===== src/rtl/tqvp_prism_comm_fifo.sv =====
// Receive-byte FIFO behind the PRISM comm shift register, popped over the peripheral bus.
// Optional non-destructive head read at ADDR_PEEK is enabled by defining COMM_FIFO_PEEK_EN.
module tqvp_prism_comm_fifo #(
  parameter int         DEPTH     = 8,
  parameter logic [5:0] ADDR_DATA = 6'h20,
  parameter logic [5:0] ADDR_STAT = 6'h24,
  parameter logic [5:0] ADDR_PEEK = 6'h2C
) (
  input  logic        clk,
  input  logic        rst_n,
  input  logic        push_valid,
  input  logic [7:0]  push_data,
  output logic        fifo_full,
  input  logic [5:0]  address,
  input  logic [31:0] data_in,
  input  logic [1:0]  data_write_n,
  input  logic [1:0]  data_read_n,
  output logic [31:0] data_out,
  output logic        data_ready,
  output logic        fifo_irq
);

  localparam int AW = $clog2(DEPTH);
  localparam int CW = AW + 1;

  logic [7:0]    mem [DEPTH];
  logic [AW-1:0] rd_ptr, wr_ptr;
  logic [CW-1:0] count;
  logic          ovf, thr_ie, ovf_ie, rd_q, irq_q;
  logic [4:0]    thresh;

  logic       empty, full, rd_data, pop, push_ok, ovf_set;
  logic       stat_wr, flush, ovf_clr, irq_next;
  logic [4:0] count5;
  logic [7:0] head;
  logic       unused_bits;

  assign count5  = 5'(count);
  assign empty   = (count == '0);
  assign full    = (count == CW'(DEPTH));
  assign rd_data = (data_read_n != 2'b11) && (address == ADDR_DATA);
  // Only the first cycle of a held read pops.
  assign pop     = rd_data && !rd_q && !empty;
  assign push_ok = push_valid && (!full || pop);
  assign ovf_set = push_valid && full && !pop;
  assign stat_wr = (data_write_n == 2'b10) && (address == ADDR_STAT);
  assign flush   = stat_wr && data_in[30];
  assign ovf_clr = stat_wr && data_in[31];
  assign irq_next = (thr_ie && (thresh != 5'd0) && (count5 >= thresh)) || (ovf_ie && ovf);

  assign fifo_full   = full;
  assign fifo_irq    = irq_q;
  assign data_ready  = 1'b1;
  assign unused_bits = ^{data_in[29:26], data_in[23:21], data_in[15:0]};

  always_ff @(posedge clk) begin
    if (push_ok && !flush) mem[wr_ptr] <= push_data;
  end

  always_ff @(posedge clk) begin
    if (!rst_n) begin
      rd_ptr <= '0;
      wr_ptr <= '0;
      count  <= '0;
      ovf    <= 1'b0;
      thresh <= '0;
      thr_ie <= 1'b0;
      ovf_ie <= 1'b0;
      rd_q   <= 1'b0;
      irq_q  <= 1'b0;
    end else begin
      rd_q  <= rd_data;
      irq_q <= irq_next;
      // A new overflow outranks a same-cycle W1C.
      if (ovf_set)      ovf <= 1'b1;
      else if (ovf_clr) ovf <= 1'b0;
      if (stat_wr) begin
        thresh <= data_in[20:16];
        thr_ie <= data_in[24];
        ovf_ie <= data_in[25];
      end
      if (flush) begin
        rd_ptr <= '0;
        wr_ptr <= '0;
        count  <= '0;
      end else begin
        if (push_ok) wr_ptr <= wr_ptr + 1'b1;
        if (pop)     rd_ptr <= rd_ptr + 1'b1;
        if (push_ok && !pop)      count <= count + 1'b1;
        else if (!push_ok && pop) count <= count - 1'b1;
      end
    end
  end

  // The byte field is forced to zero while empty so a stale slot never leaks out.
  assign head = empty ? 8'h00 : mem[rd_ptr];

  always_comb begin
    data_out = 32'h0;
    case (address)
      ADDR_DATA: data_out = {23'b0, empty, head};
      ADDR_STAT: begin
        data_out[4:0]   = count5;
        data_out[8]     = empty;
        data_out[9]     = full;
        data_out[10]    = ovf;
        data_out[20:16] = thresh;
        data_out[24]    = thr_ie;
        data_out[25]    = ovf_ie;
      end
`ifdef COMM_FIFO_PEEK_EN
      ADDR_PEEK: data_out = {23'b0, empty, head};
`endif
      default: data_out = 32'h0;
    endcase
  end

endmodule

===== config.mk =====
export PLATFORM = sky130hd
export DESIGN_NAME = tqvp_prism_comm_fifo
export DESIGN_NICKNAME = d
export VERILOG_FILES = /design/src/rtl/tqvp_prism_comm_fifo.sv
export SDC_FILE = /design/constraint.sdc
export NUM_CORES = 1
export LEC_CHECK = 0
export CAP_MARGIN = 0
export CORE_MARGIN = 8
export CORE_UTILIZATION = 35
export DETAILED_ROUTE_END_ITERATION = 7
export PLACE_DENSITY = 0.64
export SLEW_MARGIN = 10
export SYNTH_ARGS = -nofsm -noshare
export SYNTH_HDL_FRONTEND = slang
export SYNTH_SLANG_ARGS = --single-unit

===== constraint.sdc =====
create_clock -name clk -period 5.4 [get_ports clk]
set_input_delay 1.08 -clock clk [delete_from_list [all_inputs] [get_ports clk]]
set_output_delay 1.08 -clock clk [all_outputs]
set_load 0.02 [all_outputs]

==> impl_metrics.env, run 1 <==
export IMPL_outcome="completed"
export IMPL_grt_start_max_net_pins=18
export IMPL_place_gp_congestion=0.723
export IMPL_seq_power_share_pct=49.7
export IMPL_p_int_w=0.00116
export IMPL_ys_ff_latch=87
export IMPL_setup_viol=0
export IMPL_synth_edf_count=64
export IMPL_std_cell_rows=39
export IMPL_avgSynthCellArea_um2=14.4
export IMPL_cts_tree="built"
export IMPL_cts_buffers=9
export IMPL_detail_route_wl_per_cell_um=16.5
export IMPL_antenna_left=0
export IMPL_initial_utilization_pct=35.3
export IMPL_fin_nets=397
export IMPL_die_y_um=122
export IMPL_hold_viol=0
export IMPL_pin_count=88
export IMPL_power_density_nw_per_um2=318
export IMPL_fmaxAchievable_mhz=223
export IMPL_ir_worst_vdd_uv=161
export IMPL_dr_pass1_iters=4
export IMPL_viasPerCell=4.86
export IMPL_yosysTopAreaCell="edfxtp_1"
export IMPL_netlist_area_um2=3960
export IMPL_ys_warn_count=0
export IMPL_required_ps=4320
export IMPL_hp_class="register to register"
export IMPL_yosys_area_share_simple_pct=12.6
export IMPL_r2r_slack_ps=2510
export IMPL_synth_top_family_by_area="multiplexers"
export IMPL_grt_usage_pct=11.4
export IMPL_tns_ps=0
export IMPL_skew_ps=7.85
export IMPL_crit_top_cell="clkdlybuf4s50_1"
export IMPL_start_kind="input port"
export IMPL_drive_above_1_share_pct=15.9
export IMPL_slew_violations=0
export IMPL_antennaDiodeCount=0
export IMPL_cts_buffer_depth=2
export IMPL_critPathCaptureType="primary output"
export IMPL_max_stage_delay_ps=640
export IMPL_synth_cell_types=52
export IMPL_antenna_found_initial=0
export IMPL_h_tree_depth=3
export IMPL_critPathBufInv=3
export IMPL_cpMaxStageDelayCell="clkdlybuf4s50_1"
export IMPL_ctsResizeCount=0
export IMPL_die_x_um=122
export IMPL_path_class="input port to primary output"
export IMPL_drc_errors=0
export IMPL_grt_first_pass_wirelength_um=13000
export IMPL_finalCritPeriodShare_pct=83.2
export IMPL_switching_share_pct=25.6
export IMPL_p_comb_share_pct=12.2
export IMPL_worstPathMaxFanout=13
export IMPL_hold_buffers=0
export IMPL_num_vias=2341
export IMPL_p_leak_nw=1.71
export IMPL_crit_family="buffers and inverters"
export IMPL_dpl_hpwl_um=5710
export IMPL_wl_um=7940
export IMPL_cp_arrival_ps=3410
export IMPL_syn_to_final_growth_pct=23.6
export IMPL_synthFlopType="edfxtp_1"
export IMPL_io_buffers=49
export IMPL_worst_pin_slew_ps=967
export IMPL_rsz0062_at_grt="false"
export IMPL_cts_root_buf="clkbuf_16"
export IMPL_holdWs_ps=489
export IMPL_path_cells="clkdlybuf4s50_1, nand2b_4, nor4_1, buf_4, nand3b_1, o2bb2ai_1, clkdlybuf4s50_1"
export IMPL_drv_cap=0
export IMPL_ys_seq_area_share_pct=60.2
export IMPL_path_clk_slew_ps=70
export IMPL_synthMuxAreaShare_pct=13.1
export IMPL_clock_power_share_pct=38.0
export IMPL_clock_sinks=87
export IMPL_die_area_um2=15000
export IMPL_grt_pass1_vias=2575
export IMPL_grt_ovfl_total=0
export IMPL_netlist_instances=275
export IMPL_synth_compound_area_share_pct=5.12
export IMPL_drt_initial_drc_count=122
export IMPL_clock_latency_ps=340
export IMPL_slew_limit_headroom_pct=35.4
export IMPL_synthAdderAreaFrac_pct=3.35
export IMPL_synth_top_cell_area_share_pct=48.5
export IMPL_layout_min_cycle_time_ps=4490
export IMPL_net_switching_power_w=0.000398
export IMPL_core_um2=11200
export IMPL_ys_top_cells_by_area="edfxtp_1, dfxtp_1, mux4_2, mux2i_1, buf_4"
export IMPL_synthXorXnorAreaFrac_pct=0.664
export IMPL_async_reset_ff_share_pct=0
export IMPL_post_cts_buffers=0
## layer usage
| layer | vias up | part of all wire, % | track usage, % |
|---|---|---|---|
| li1 | 1151 | - | - |
| met1 | 1117 | 43 | 13.1 |
| met2 | 67 | 48 | 18.9 |
| met3 | 6 | 8.2 | 5.06 |
| met4 | 0 | 1.0 | 3.43 |
| met5 | - | 0 | 0 |
## sequential cells by signal (all words and copies together), names as in the netlist, named ones only
name      count
fifo_irq      1
thr_ie        1
thresh        5
ovf_ie        1
rd_ptr        3
mem          64
ovf           1
count         4
rd_q          1
wr_ptr        3
## logic make-up after synthesis
group / count (synthesis)
simple gates: 78
fa+ha+maj: 10
compound gates: 30
other cells: 2
mux: 32
xor+xnor: 3
buf+inv: 33
flops: 87
## synthesized netlist by cell type, drive strengths merged, types with 2 or more instances
master   number
edfxtp       64
and3         10
buf          21
a211o         2
clkbuf        3
nor4b         4
o2bb2ai       4
nor2         21
nand3b        2
mux4         16
nand2         5
dfxtp        23
nand4         4
conb          2
nand2b        5
nor2b         3
inv           8
mux2i        16
nand3         7
o21ai         5
a211oi        2
nor4          8
ha            9
or4           2
a21oi        11
xor2          2
## final timing paths
kind,endpoint,depth (start not counted),startpoint
max,data_out[0],7,address[4]
min,ovf,2,ovf
max reg2reg,count[3],11,count[1]
min reg2reg,ovf,2,ovf
## placed cells by master, fill, tap and decap left out, types with 7 or more instances in the layout
| master | count |
|---|---|
| a21oi_1 | 11 |
| edfxtp_1 | 64 |
| buf_4 | 10 |
| nor2_1 | 20 |
| conb_1 | 15 |
| clkbuf_16 | 9 |
| mux2i_1 | 16 |
| dfxtp_1 | 23 |
| clkdlybuf4s50_1 | 49 |
| mux4_2 | 16 |
| nand3_1 | 7 |
| inv_1 | 7 |
| nor4_1 | 8 |
| ha_1 | 9 |
| and3_1 | 10 |
## worst min-delay path: cells and delay by family (launching register included)
| kind | cells | cell delay, ps |
|---|---|---|
| DFF | 1 | 330 |
| AOI/OAI and AO/OA | 1 | 60 |
| and+or+nand+nor | 1 | 60 |
## per-stage QoR
| step | total power [W] | util [%] | setup slack (ps) | instances | cell area (µm²) |
|---|---|---|---|---|---|
| 4_1_cts | 0.00157 | 43.6 | 817 | 482 | 4890 |
| 5_1_grt | 0.00162 | 43.6 | 736 | 482 | 4890 |
| 3_5_place_dp | 0.000982 | 41.0 | 818 | 466 | 4610 |
| 2_1_floorplan | 0.000917 | - | 2120 | 288 | 4010 |
| 6_report | 0.00155 | 43.6 | 908 | 482 | 4890 |
| 3_3_place_gp | 0.000975 | 41.0 | 875 | 466 | 4610 |
## power groups by stage
stage,logic (W),registers (W),clock network [W]
floorplan,0.000137,0.000780,0
global placement,0.000189,0.000786,0
detailed placement,0.000194,0.000788,0
CTS,0.000194,0.000774,0.000605
global route,0.000213,0.000778,0.000633
finish,0.000190,0.000773,0.000591
## cell type report
cell class,count,area [µm²]
multi-input cells,168,1450
fillers,1051,6330
repair buffers,59,566
clock inverters,7,63.8
flip-flops and latches,87,2380
inverters,9,33.8
clock buffers,9,225
well taps,143,179
Power figures use the tool's default switching activity.
==> run 2: changes to the inputs <==
clock period = 4.36 ns   (was 5.4 ns; I/O delays follow)
==> run 2 against run 1 <==
  * Final cell count is 0.41% higher
  * Core utilization rose by 0.078 points
  * Sequential cell count did not move
  * Clock skew down 1.7 ps
  * Clock power up 20%
  * Routed wire length rose by 1.5%
  * Combinational power grew 27%
  * Register-to-register slack worse by 1100 ps
  * Critical path depth is the same
  * Count of clock-buffer cells in the layout up 1
  * Power grew 23%
  * Setup slack worse by 640 ps
  * Critical path type unchanged
  * Largest power group unchanged
==> impl_metrics.env, run 2 (synthesis results as in run 1) <==
export IMPL_outcome="completed"
export IMPL_regMostFlops="mem"
export IMPL_critPathCaptureType="primary output"
export IMPL_skew_ps=6.18
export IMPL_final_common_cell="edfxtp_1"
export IMPL_clock_power_share_pct=37.2
export IMPL_p_int_w=0.00143
export IMPL_grt_use_met1_pct=12.7
export IMPL_worstPathMaxFanout=13
export IMPL_seq_power_share_pct=50.2
export IMPL_net_switching_power_w=0.000477
export IMPL_tns_ps=0
export IMPL_h_tree_depth=3
export IMPL_antenna_left=0
export IMPL_grt_pass1_vias=2522
export IMPL_clock_latency_ps=330
export IMPL_num_vias=2411
export IMPL_fmaxAchievable_mhz=244
export IMPL_required_ps=3490
export IMPL_hp_class="register to register"
export IMPL_grt_ovfl_total=0
export IMPL_dr_pass1_iters=5
export IMPL_layout_min_cycle_time_ps=4100
export IMPL_place_gp_congestion=0.717
export IMPL_hold_buffers=0
export IMPL_switching_share_pct=25.0
export IMPL_die_x_um=122
export IMPL_startpoint="address[4]"
export IMPL_slew_violations=0
export IMPL_finalCritPeriodShare_pct=94.0
export IMPL_regToRegEndpoint="count[3]"
export IMPL_use_met2_pct=18.8
export IMPL_io_buffers=49
export IMPL_reg2reg_from="count[1]"
export IMPL_slew_limit_headroom_pct=41.8
export IMPL_power_density_nw_per_um2=389
export IMPL_antennaDiodeCount=0
export IMPL_p_leak_nw=1.71
export IMPL_grt_busiest_layer="met2"
export IMPL_grt_first_pass_wirelength_um=12800
export IMPL_grt_usage_pct=11.1
export IMPL_cts_tree="built"
export IMPL_std_cell_rows=39
export IMPL_worst_pin_slew_ps=867
export IMPL_detail_route_wl_per_cell_um=16.7
export IMPL_syn_to_final_growth_pct=23.8
export IMPL_path_class="input port to primary output"
export IMPL_dpl_hpwl_um=5730
export IMPL_drt_initial_drc_count=84
export IMPL_post_cts_buffers=0
export IMPL_start_kind="input port"
export IMPL_r2r_slack_ps=1450
export IMPL_drc_errors=0
export IMPL_antenna_found_initial=0
export IMPL_cp_arrival_ps=3220
export IMPL_largest_reg_flops=64
export IMPL_p_comb_share_pct=12.6
export IMPL_cts_buffers=9
export IMPL_cts_buffer_depth=2
export IMPL_path_clk_slew_ps=60
export IMPL_drive_above_1_share_pct=16.1
export IMPL_grt_start_max_net_pins=17
export IMPL_viasPerCell=4.98
export IMPL_top_regs="mem (64), thresh (5), count (4)"
export IMPL_die_y_um=122
export IMPL_layout_common_cells="edfxtp_1, clkdlybuf4s50_1, dfxtp_1"
export IMPL_wl_um=8060
export IMPL_cts_root_buf="clkbuf_16"
export IMPL_pin_count=88
export IMPL_ctsResizeCount=0
export IMPL_reg2regPathDepth=11
export IMPL_fin_nets=399
export IMPL_drv_cap=0
export IMPL_hold_viol=0
export IMPL_p_total_w=0.00191
export IMPL_grtUsageMet3_pct=4.55
export IMPL_rsz0062_at_grt="false"
export IMPL_initial_utilization_pct=35.3
export IMPL_ir_worst_vdd_uv=230
export IMPL_clock_sinks=87
export IMPL_setup_viol=0
export IMPL_core_um2=11200
export IMPL_critPathCapture="data_out[3]"
export IMPL_die_area_um2=15000
==> run 2: final cells by class <==
type | instances | area (µm²)
clock buffers | 10 | 229
flip-flops and latches | 87 | 2380
inverters | 9 | 33.8
repair buffers | 61 | 581
well taps | 143 | 179
clock inverters | 6 | 53.8
fillers | 1061 | 6320
multi-input cells | 168 | 1450
==> run 2: per-layer routing <==
metal | vias to the layer above | part of all wire (%)
met2 | 80 | 48
met1 | 1173 | 44
met4 | 0 | 0.91
met5 | - | 0
li1 | 1152 | -
met3 | 6 | 7.1
==> run 2: critical path: stages <==
cell and delay [ps]:
clkdlybuf4s50_1 470, nand2b_4 170, nor4_1 190, buf_4 220
nand3b_1 360, o2bb2ai_1 270, clkdlybuf4s50_1 670
==> run 2: power by group through the flow <==
| stage | registers, W | clock network, W | logic [W] |
|---|---|---|---|
| 2_1_floorplan | 0.000966 | 0 | 0.000169 |
| 3_3_place_gp | 0.000974 | 0 | 0.000235 |
| 3_5_place_dp | 0.000975 | 0 | 0.000242 |
| 4_1_cts | 0.000957 | 0.000729 | 0.000243 |
| 5_1_grt | 0.000961 | 0.000766 | 0.000267 |
| 6_report | 0.000956 | 0.000709 | 0.000241 |
==> run 2: how the worst min path moves through the flow <==
stage               depth (start not counted)  endpoint  from
floorplan                                   2       ovf   ovf
global placement                            2       ovf   ovf
detailed placement                          2       ovf   ovf
CTS                                         2       ovf   ovf
global route                                2       ovf   ovf
finish                                      2       ovf   ovf
==> run 2: per-stage QoR <==
step                      instances  util [%]  cell area [µm²]  hold slack, ps  setup slack (ps)
final                           484      43.7             4900             505               264
after floorplan                 288         -             4010             445              1410
after CTS                       484      43.7             4900             513               252
after global placement          468      41.2             4620             469               286
after detailed placement        468      41.2             4620             502               270
after global routing            484      43.7             4900             546               159
==> run 3: changes to the inputs <==
PLACE_DENSITY = not set   (was 0.64)
==> run 3 against run 2 <==
  * Final cell count fell by 0.41%
  * Global-route usage rose by 0.95 points
  * Count of clock-buffer cells in the layout fell by 1
  * Register-to-register slack got worse by 120 ps
  * Core utilization rose by 0.59 points
  * Largest power group unchanged
==> impl_metrics.env, run 3 (synthesis results as in run 1) <==
export IMPL_outcome="completed"
export IMPL_ctsResizeCount=0
export IMPL_timing_final_ws_setup_ps=282
export IMPL_fin_nets=398
export IMPL_clock_latency_ps=330
export IMPL_fmaxAchievable_mhz=245
export IMPL_holdWs_ps=489
export IMPL_critPathCaptureType="primary output"
export IMPL_std_cell_rows=39
export IMPL_regToRegEndpoint="count[3]"
export IMPL_drive_above_1_share_pct=17.7
export IMPL_antenna_left=0
export IMPL_crit_family="buffers and inverters"
export IMPL_critPathCapture="data_out[3]"
export IMPL_layout_common_cells="edfxtp_1, clkdlybuf4s50_1, dfxtp_1"
export IMPL_worst_pin_slew_ps=1100
export IMPL_critPathBufInv=3
export IMPL_initial_utilization_pct=35.3
export IMPL_regMostFlops="mem"
export IMPL_cts_root_buf="clkbuf_16"
export IMPL_die_area_um2=15000
export IMPL_place_gp_congestion=0.747
export IMPL_p_leak_nw=1.73
export IMPL_seqCellArea_um2=2380
export IMPL_cts_tree="built"
export IMPL_grt_use_met1_pct=14.4
export IMPL_crit_top_cell="clkdlybuf4s50_1"
export IMPL_required_ps=3490
export IMPL_grt_first_pass_wirelength_um=13700
export IMPL_path_cells="clkdlybuf4s50_1, nand2b_4, nor4_1, buf_4, nand3b_1, o2bb2ai_1, clkdlybuf4s50_1"
export IMPL_reg2reg_from="count[1]"
export IMPL_pin_count=88
export IMPL_hold_buffers=0
export IMPL_post_cts_buffers=0
export IMPL_dpl_cell_area_um2=4650
export IMPL_wl_um=8580
export IMPL_grt_pass1_vias=2558
export IMPL_top_regs="mem (64), thresh (5), count (4)"
export IMPL_slew_violations=0
export IMPL_core_um2=11200
export IMPL_start_kind="input port"
export IMPL_syn_to_final_growth_pct=25.5
export IMPL_grt_busiest_layer="met2"
export IMPL_fillCellCount=1023
export IMPL_hold_viol=0
export IMPL_dpl_worst_slack_ps=202
export IMPL_grt_start_max_net_pins=16
export IMPL_power_density_nw_per_um2=407
export IMPL_drc_errors=0
export IMPL_cts_buffer_depth=2
export IMPL_post_route_cell_area_um2=4970
export IMPL_setup_viol=0
export IMPL_grt_usage_pct=12.1
export IMPL_die_y_um=122
export IMPL_multi_input_area_um2=1480
export IMPL_tns_ps=0
export IMPL_layout_min_cycle_time_ps=4080
export IMPL_detail_route_wl_per_cell_um=17.8
export IMPL_slew_limit_headroom_pct=26.0
export IMPL_cp_arrival_ps=3210
export IMPL_die_x_um=122
export IMPL_h_tree_depth=3
export IMPL_max_stage_delay_ps=670
export IMPL_startpoint="address[4]"
export IMPL_viasPerCell=4.92
export IMPL_worstPathMaxFanout=13
export IMPL_antenna_found_initial=0
export IMPL_cpMaxStageDelayCell="clkdlybuf4s50_1"
export IMPL_dpl_hpwl_um=6090
export IMPL_clock_sinks=87
export IMPL_finalCritPeriodShare_pct=93.5
export IMPL_skew_ps=7.59
export IMPL_grt_ovfl_total=0
export IMPL_path_clk_slew_ps=60
export IMPL_reg2regPathDepth=11
export IMPL_r2r_slack_ps=1330
export IMPL_drt_initial_drc_count=120
export IMPL_drv_cap=0
export IMPL_antennaDiodeCount=0
export IMPL_grtUsageMet3_pct=5.06
export IMPL_cts_buffers=9
export IMPL_final_common_cell="edfxtp_1"
export IMPL_io_buffers=49
export IMPL_ir_worst_vdd_uv=212
export IMPL_num_vias=2372
export IMPL_hp_class="register to register"
export IMPL_dr_pass1_iters=4
export IMPL_use_met2_pct=20.0
export IMPL_largest_reg_flops=64
export IMPL_rsz0062_at_grt="false"
export IMPL_path_class="input port to primary output"
export IMPL_worst_path_stages=7
## run 3: cell count changes in the layout (fill, tap and decap cells not counted), moves of 2 or more
cell,delta
bufinv_16,+2
clkinvlp_4,-2
inv_6,+2
inv_8,-2
nor4_1,-6
nor4_2,+6
## run 3: layout make-up
| class | instances | area share, % |
|---|---|---|
| Clock buffer | 9 | 4.53 |
| Inverter | 9 | 0.680 |
| Tap cell | 143 | 3.60 |
| Clock inverter | 6 | 1.89 |
| Multi-Input combinational cell | 168 | 29.8 |
| Timing Repair Buffer | 60 | 11.5 |
| Sequential cell | 87 | 47.9 |
## run 3: how the worst min path moves through the flow
stage	endpoint	from	depth (start not counted)	slack (ps)
3_3_place_gp	ovf	ovf	2	470
6_report	ovf	ovf	2	490
4_1_cts	ovf	ovf	2	490
3_5_place_dp	ovf	ovf	2	480
2_1_floorplan	ovf	ovf	2	450
5_1_grt	ovf	ovf	2	560
## run 3: report_power, final
| group | switching [W] | internal (W) | leakage (nW) | total [W] |
|---|---|---|---|---|
| Clock | 0.000311 | 0.000504 | 0.153 | 0.000815 |
| Sequential | 0.0000329 | 0.000926 | 0.767 | 0.000959 |
| Combinational | 0.000138 | 0.000109 | 0.811 | 0.000247 |
## run 3: tightest hold or removal path: cells and delay by family (launching register included)
kind / cells / cell delay (ps)
AOI/OAI and AO/OA: 1 / 50
DFF: 1 / 330
and+or+nand+nor: 1 / 60
## run 3: metal layers
layer	vias to the layer above	routed length, µm
met3	6	658
met5	-	0
met4	0	61
li1	1157	-
met2	73	4050
met1	1136	3810
## run 3: through the flow
stage                     utilization, %  std cells  power, W
final                               44.3        482   0.00202
after global placement              41.4        467   0.00121
after floorplan                        -        288   0.00114
after CTS                           44.3        482   0.00204
after global routing                44.3        482   0.00210
after detailed placement            41.4        467   0.00123
==> patch 1: new RTL, settings of run 3 <==
Put one more register stage on the output `fifo_irq`, with the module's reset. The value now appears one clock later. The other outputs are not delayed to match.
--- a/src/rtl/tqvp_prism_comm_fifo.sv
+++ b/src/rtl/tqvp_prism_comm_fifo.sv
@@ -51,3 +51,9 @@
   assign fifo_full   = full;
-  assign fifo_irq    = irq_q;
+  always_ff @(posedge clk) begin
+    if (!rst_n) begin
+      fifo_irq <= '0;
+    end else begin
+      fifo_irq <= irq_q;
+    end
+  end
   assign data_ready  = 1'b1;
Function: changed (Yosys sat finds a counterexample within 4 cycles, from zero or initial values and one cycle with rst_n low).
==> patch 1 against run 3 <==
Worst setup slack better by 0.033 ns; utilization about the same; design area up 0.33%; register-to-register slack better by 0.09 ns; synthesized area up 0.66%; synthesized cell count up 0.73%; sequential cell count up 1; power up 0.47%; routed wire length down 1.4%.
==> patch 1: results (changes against run 3) <==
Yosys warning total: 0 (unchanged)
DR vias/cell: 4.89 (-0.61%)
Placed Instances: 470 (+0.64%)
CTS Root Cell: clkbuf_16
Data arrival, critical path: 3.17 ns (-0.04 ns)
Fill count: 1052 (+2.8%)
Clock buffer depth: 2 (unchanged)
GRT Total Usage: 12.0% (-0.039 points)
Cell leakage power: 0.00175 uW (+1.2%)
EDFF count, synth: 64 (unchanged)
DP Area: 0.00467 mm^2 (+0.32%)
Clk_skew: 0.00652 ns (-0.00108 ns)
Gp weighted congestion: 0.754 (+0.95%)
Ant diodes: 0 (unchanged)
Initial antenna violation count: 0 (unchanged)
Maximum vdd drop: 0.210 mV (-0.95%)
Layout Nets: 401 (+0.75%)
Sequential element share of the synthesized area: 60.3% (+0.11 points)
Hold Path Class: register to register
Detailed Routing Iterations Pass 1: 4 (unchanged)
Core Util, Final: 44.2% (-0.047 points)
DRT iter0 DRCs: 121 (+0.83%)
Hold path startpoint: irq_q
H-tree depth: 3 (unchanged)
Vias in the first global route: 2526 (-1.3%)
Clk_lat worst skew: 0.33 ns (about the same)
Post-synth ARST share: 0% (unchanged)
Syn Area/Cell: 14.4 um^2 (about the same)
Share of cells above drive strength 1: 16.9% (-0.79 points)
Post-synth top cells: edfxtp_1, dfxtp_1, nor2_1, mux2i_1, mux4_2
Final WL: 8460 um (-1.4%)
Worst Tran Pin Value: 0.844 ns (-0.257 ns)
Crit Path Max Fanout: 13 (unchanged)
Largest net degree at the start of global routing: 17 (+1)
Largest cells by area after synthesis: edfxtp_1, dfxtp_1, mux4_2
CTS buffer count: 9 (unchanged)
Minimum setup slack after placement: 0.271 ns (+0.0699 ns)
Global-route wire length before repair: 13500 um (-1.2%)
DP HPWL: 5920 um (-2.7%)
Worst R2R Start: count[1]
Largest registers: mem: 64 flops, thresh: 5 flops, count: 4 flops
Netlist cell types: 52 (unchanged)
Port Buffers: 49 (unchanged)
Vias: 2377 (+0.21%)
Post-cts sizing count: 0 (unchanged)
Postcts setup bufs: 0 (unchanged)
Status: finished, final reports clean
[patch 1: cell types whose count changed after synthesis, sizes merged]
cell / before / now
and2: 1 / 2
dfxtp: 23 / 24
[patch 1: final timing paths]
check,cells after the start,endpoint,slack [ns]
min,1,fifo_irq,0.45
max,7,data_out[2],0.32
max reg2reg,11,count[3],1.42
min reg2reg,1,fifo_irq,0.45
[patch 1: report_power, final]
group	internal, uW	total [uW]	switching [uW]
Combinational	108	241	133
Clock	506	821	315
Sequential	935	968	32.6
[patch 1: layout make-up]
cell class                      count  area share [%]
Clock inverter                      6            1.83
Timing Repair Buffer               61            11.6
Clock buffer                       10            4.59
Sequential cell                    88            48.2
Tap cell                          143            3.59
Inverter                            9           0.678
Multi-Input combinational cell    169            29.5
[patch 1: cells by family (layout without fill, tap and decap cells)]
| family | Yosys count | after routing | synth area share [%] |
|---|---|---|---|
| xor+xnor | 3 | 3 | 0.659 |
| buf+inv | 33 | 86 | 4.71 |
| flops | 88 | 88 | 60.3 |
| other cells | 2 | 15 | 0.188 |
| simple gates | 79 | 79 | 12.7 |
| fa+ha+maj | 10 | 10 | 3.33 |
| compound gates | 30 | 30 | 5.08 |
| mux | 32 | 32 | 13.1 |
[patch 1: worst max-delay path, cell delays in order]
cell             delay (ns)
clkdlybuf4s50_1        0.47
nand2b_4               0.17
nor4_1                 0.17
buf_4                  0.22
nand3b_1               0.34
o2bb2ai_1              0.27
clkdlybuf4s50_1        0.66
[patch 1: layer usage]
layer	share of wire [%]	track usage, %
met4	0.64	3.20
met5	0	0
met2	48	19.4
met1	44	14.2
met3	7.7	5.70
==> patch 2: new RTL, config.mk and constraints of run 3 <==
Without the edit above. Build with the macro `COMM_FIFO_PEEK_EN` defined.
--- a/src/rtl/tqvp_prism_comm_fifo.sv
+++ b/src/rtl/tqvp_prism_comm_fifo.sv
@@ -2,2 +2,4 @@
 // Optional non-destructive head read at ADDR_PEEK is enabled by defining COMM_FIFO_PEEK_EN.
+`define COMM_FIFO_PEEK_EN
+
 module tqvp_prism_comm_fifo #(
Function: changed (a bounded check fails within 4 cycles, from zero or initial values and one cycle with rst_n low).
==> patch 2 against run 3 <==
Worst setup slack gained 0.17 ns; design area shrank 4.7%; critical path depth shrank 1; utilization shrank 0.59 points; sequential cell count is the same; synthesized area shrank 1.7%; die area shrank 1.5%; routed wire length shrank 5.8%; sequential share of layout area grew 2.4 points; clock skew grew 0.0065 ns; power shrank 16%; critical endpoint unchanged; largest power group unchanged.
==> patch 2: results (changes against run 3) <==
Status: finished, final reports clean
Gp weighted congestion: 0.718 (-3.9%)
Largest net degree at the start of global routing: 17 (+1)
Largest registers: mem: 64 flops, thresh: 5 flops, count: 4 flops
Post-cts sizing count: 0 (unchanged)
Post-synth top cells: edfxtp_1, dfxtp_1, nor2_1, mux2i_1, mux4_2
Port Buffers: 49 (unchanged)
Post-synth ARST share: 0% (unchanged)
Vias in the first global route: 2414 (-5.6%)
CTS Root Cell: clkbuf_8
Switch Pwr: 449 uW (-6.9%)
Final worst slack: 0.449 ns (+0.167 ns)
Hold Path Class: register to register
DRT iter0 DRCs: 165 (+38%)
Slowest cell on the critical path: clkdlybuf4s50_1
Minimum setup slack after placement: 0.400 ns (+0.198 ns)
Flop-to-flop setup slack: 1.39 ns (+0.06 ns)
Post-DR wirelength/cell: 16.9 um (-5.0%)
Ant diodes: 0 (unchanged)
Share of cells above drive strength 1: 14.8% (-2.9 points)
Netlist cell types: 45 (-13%)
Yosys warning total: 0 (unchanged)
Data arrival, critical path: 3.04 ns (-0.17 ns)
Maximum vdd drop: 0.160 mV (-24%)
Layout Nets: 396 (-0.50%)
Fill count: 1016 (-0.68%)
DP HPWL: 5660 um (-7.1%)
Crit Path Max Fanout: 8 (-5)
Detailed Routing Iterations Pass 1: 6 (+2)
Postcts setup bufs: 0 (unchanged)
Clk_lat worst skew: 0.36 ns (+0.03 ns)
CP max stage delay: 0.66 ns
Clk slew on worst S/H paths: 0.09 ns (+0.03 ns)
Clock buffer depth: 2 (unchanged)
Slew margin rel.: 23.6% (-2.4 points)
Clk_skew: 0.0141 ns (+0.00647 ns)
Post-Synth XOR/XNOR Area: 0.900% (+0.24 points)
Largest cells by area after synthesis: edfxtp_1, dfxtp_1, mux4_2
Sequential element share of the synthesized area: 61.2% (+1.0 points)
GRT Total Usage: 11.6% (-0.47 points)
Vias: 2331 (-1.7%)
Global-route wire length before repair: 13200 um (-3.8%)
Cell leakage power: 0.00161 uW (-7.2%)
Adder-Cell Fraction of Synth Area: 3.41% (+0.057 points)
Fraction of synthesized area in multiplexers: 13.6% (+0.48 points)
Synth Area in Compound Gates: 4.63% (-0.49 points)
H-tree depth: 3 (unchanged)
patch 2: final cells by class:
type / instances / share of cell area, %
tap: 140 / 3.70
clock buffer: 10 / 2.69
inverter: 11 / 0.872
multi-input combinational: 164 / 29.2
clock inverter: 6 / 1.11
timing repair buffer: 60 / 12.1
sequential: 87 / 50.3
patch 2: worst max-delay path, delay by kind of cell:
kind                   cells  cell delay [ns]
buffers and inverters      3             1.31
AND/OR/NAND/NOR            2             0.59
AO/OA/AOI/OAI              1             0.26
patch 2: kinds of logic (layout without fill, tap and decap cells):
kind of cell | after synthesis | after routing
xor+xnor | 4 | 4
simple gates | 75 | 75
mux | 33 | 33
buf+inv | 36 | 87
compound gates | 27 | 27
other cells | 2 | 15
fa+ha+maj | 10 | 10
flops | 87 | 87
patch 2: per-stage QoR:
stage / total power, uW / util (%) / instances / hold WS (ns) / area (um^2)
floorplan: 1120 / - / 287 / 0.459 / 3940
global placement: 1190 / 41.9 / 462 / 0.480 / 4550
finish: 1700 / 43.7 / 478 / 0.500 / 4740
CTS: 1710 / 43.6 / 478 / 0.501 / 4730
global route: 1780 / 43.7 / 478 / 0.541 / 4740
detailed placement: 1200 / 41.9 / 462 / 0.486 / 4550
patch 2: worst paths after layout:
check                endpoint        from  depth (start not counted)
hold reg to reg     rd_ptr[2]   rd_ptr[2]                          2
hold / removal      rd_ptr[2]   rd_ptr[2]                          2
setup reg to reg     count[3]    count[1]                         11
setup / recovery  data_out[3]  address[4]                          6
patch 2: per-layer routing:
metal / GRT usage [%] / vias to the layer above / wire length, um
met1: 15.4 / 1134 / 3780
li1: - / 1121 / -
met4: 3.01 / 0 / 74
met2: 17.2 / 67 / 3610
met5: 0 / - / 0
met3: 4.79 / 9 / 610
patch 2: power by group through the flow:
stage	registers (uW)	clock network (uW)	logic [uW]
2_1_floorplan	963	0	156
3_3_place_gp	973	0	221
3_5_place_dp	975	0	226
4_1_cts	956	529	228
5_1_grt	962	563	253
6_report	956	515	226
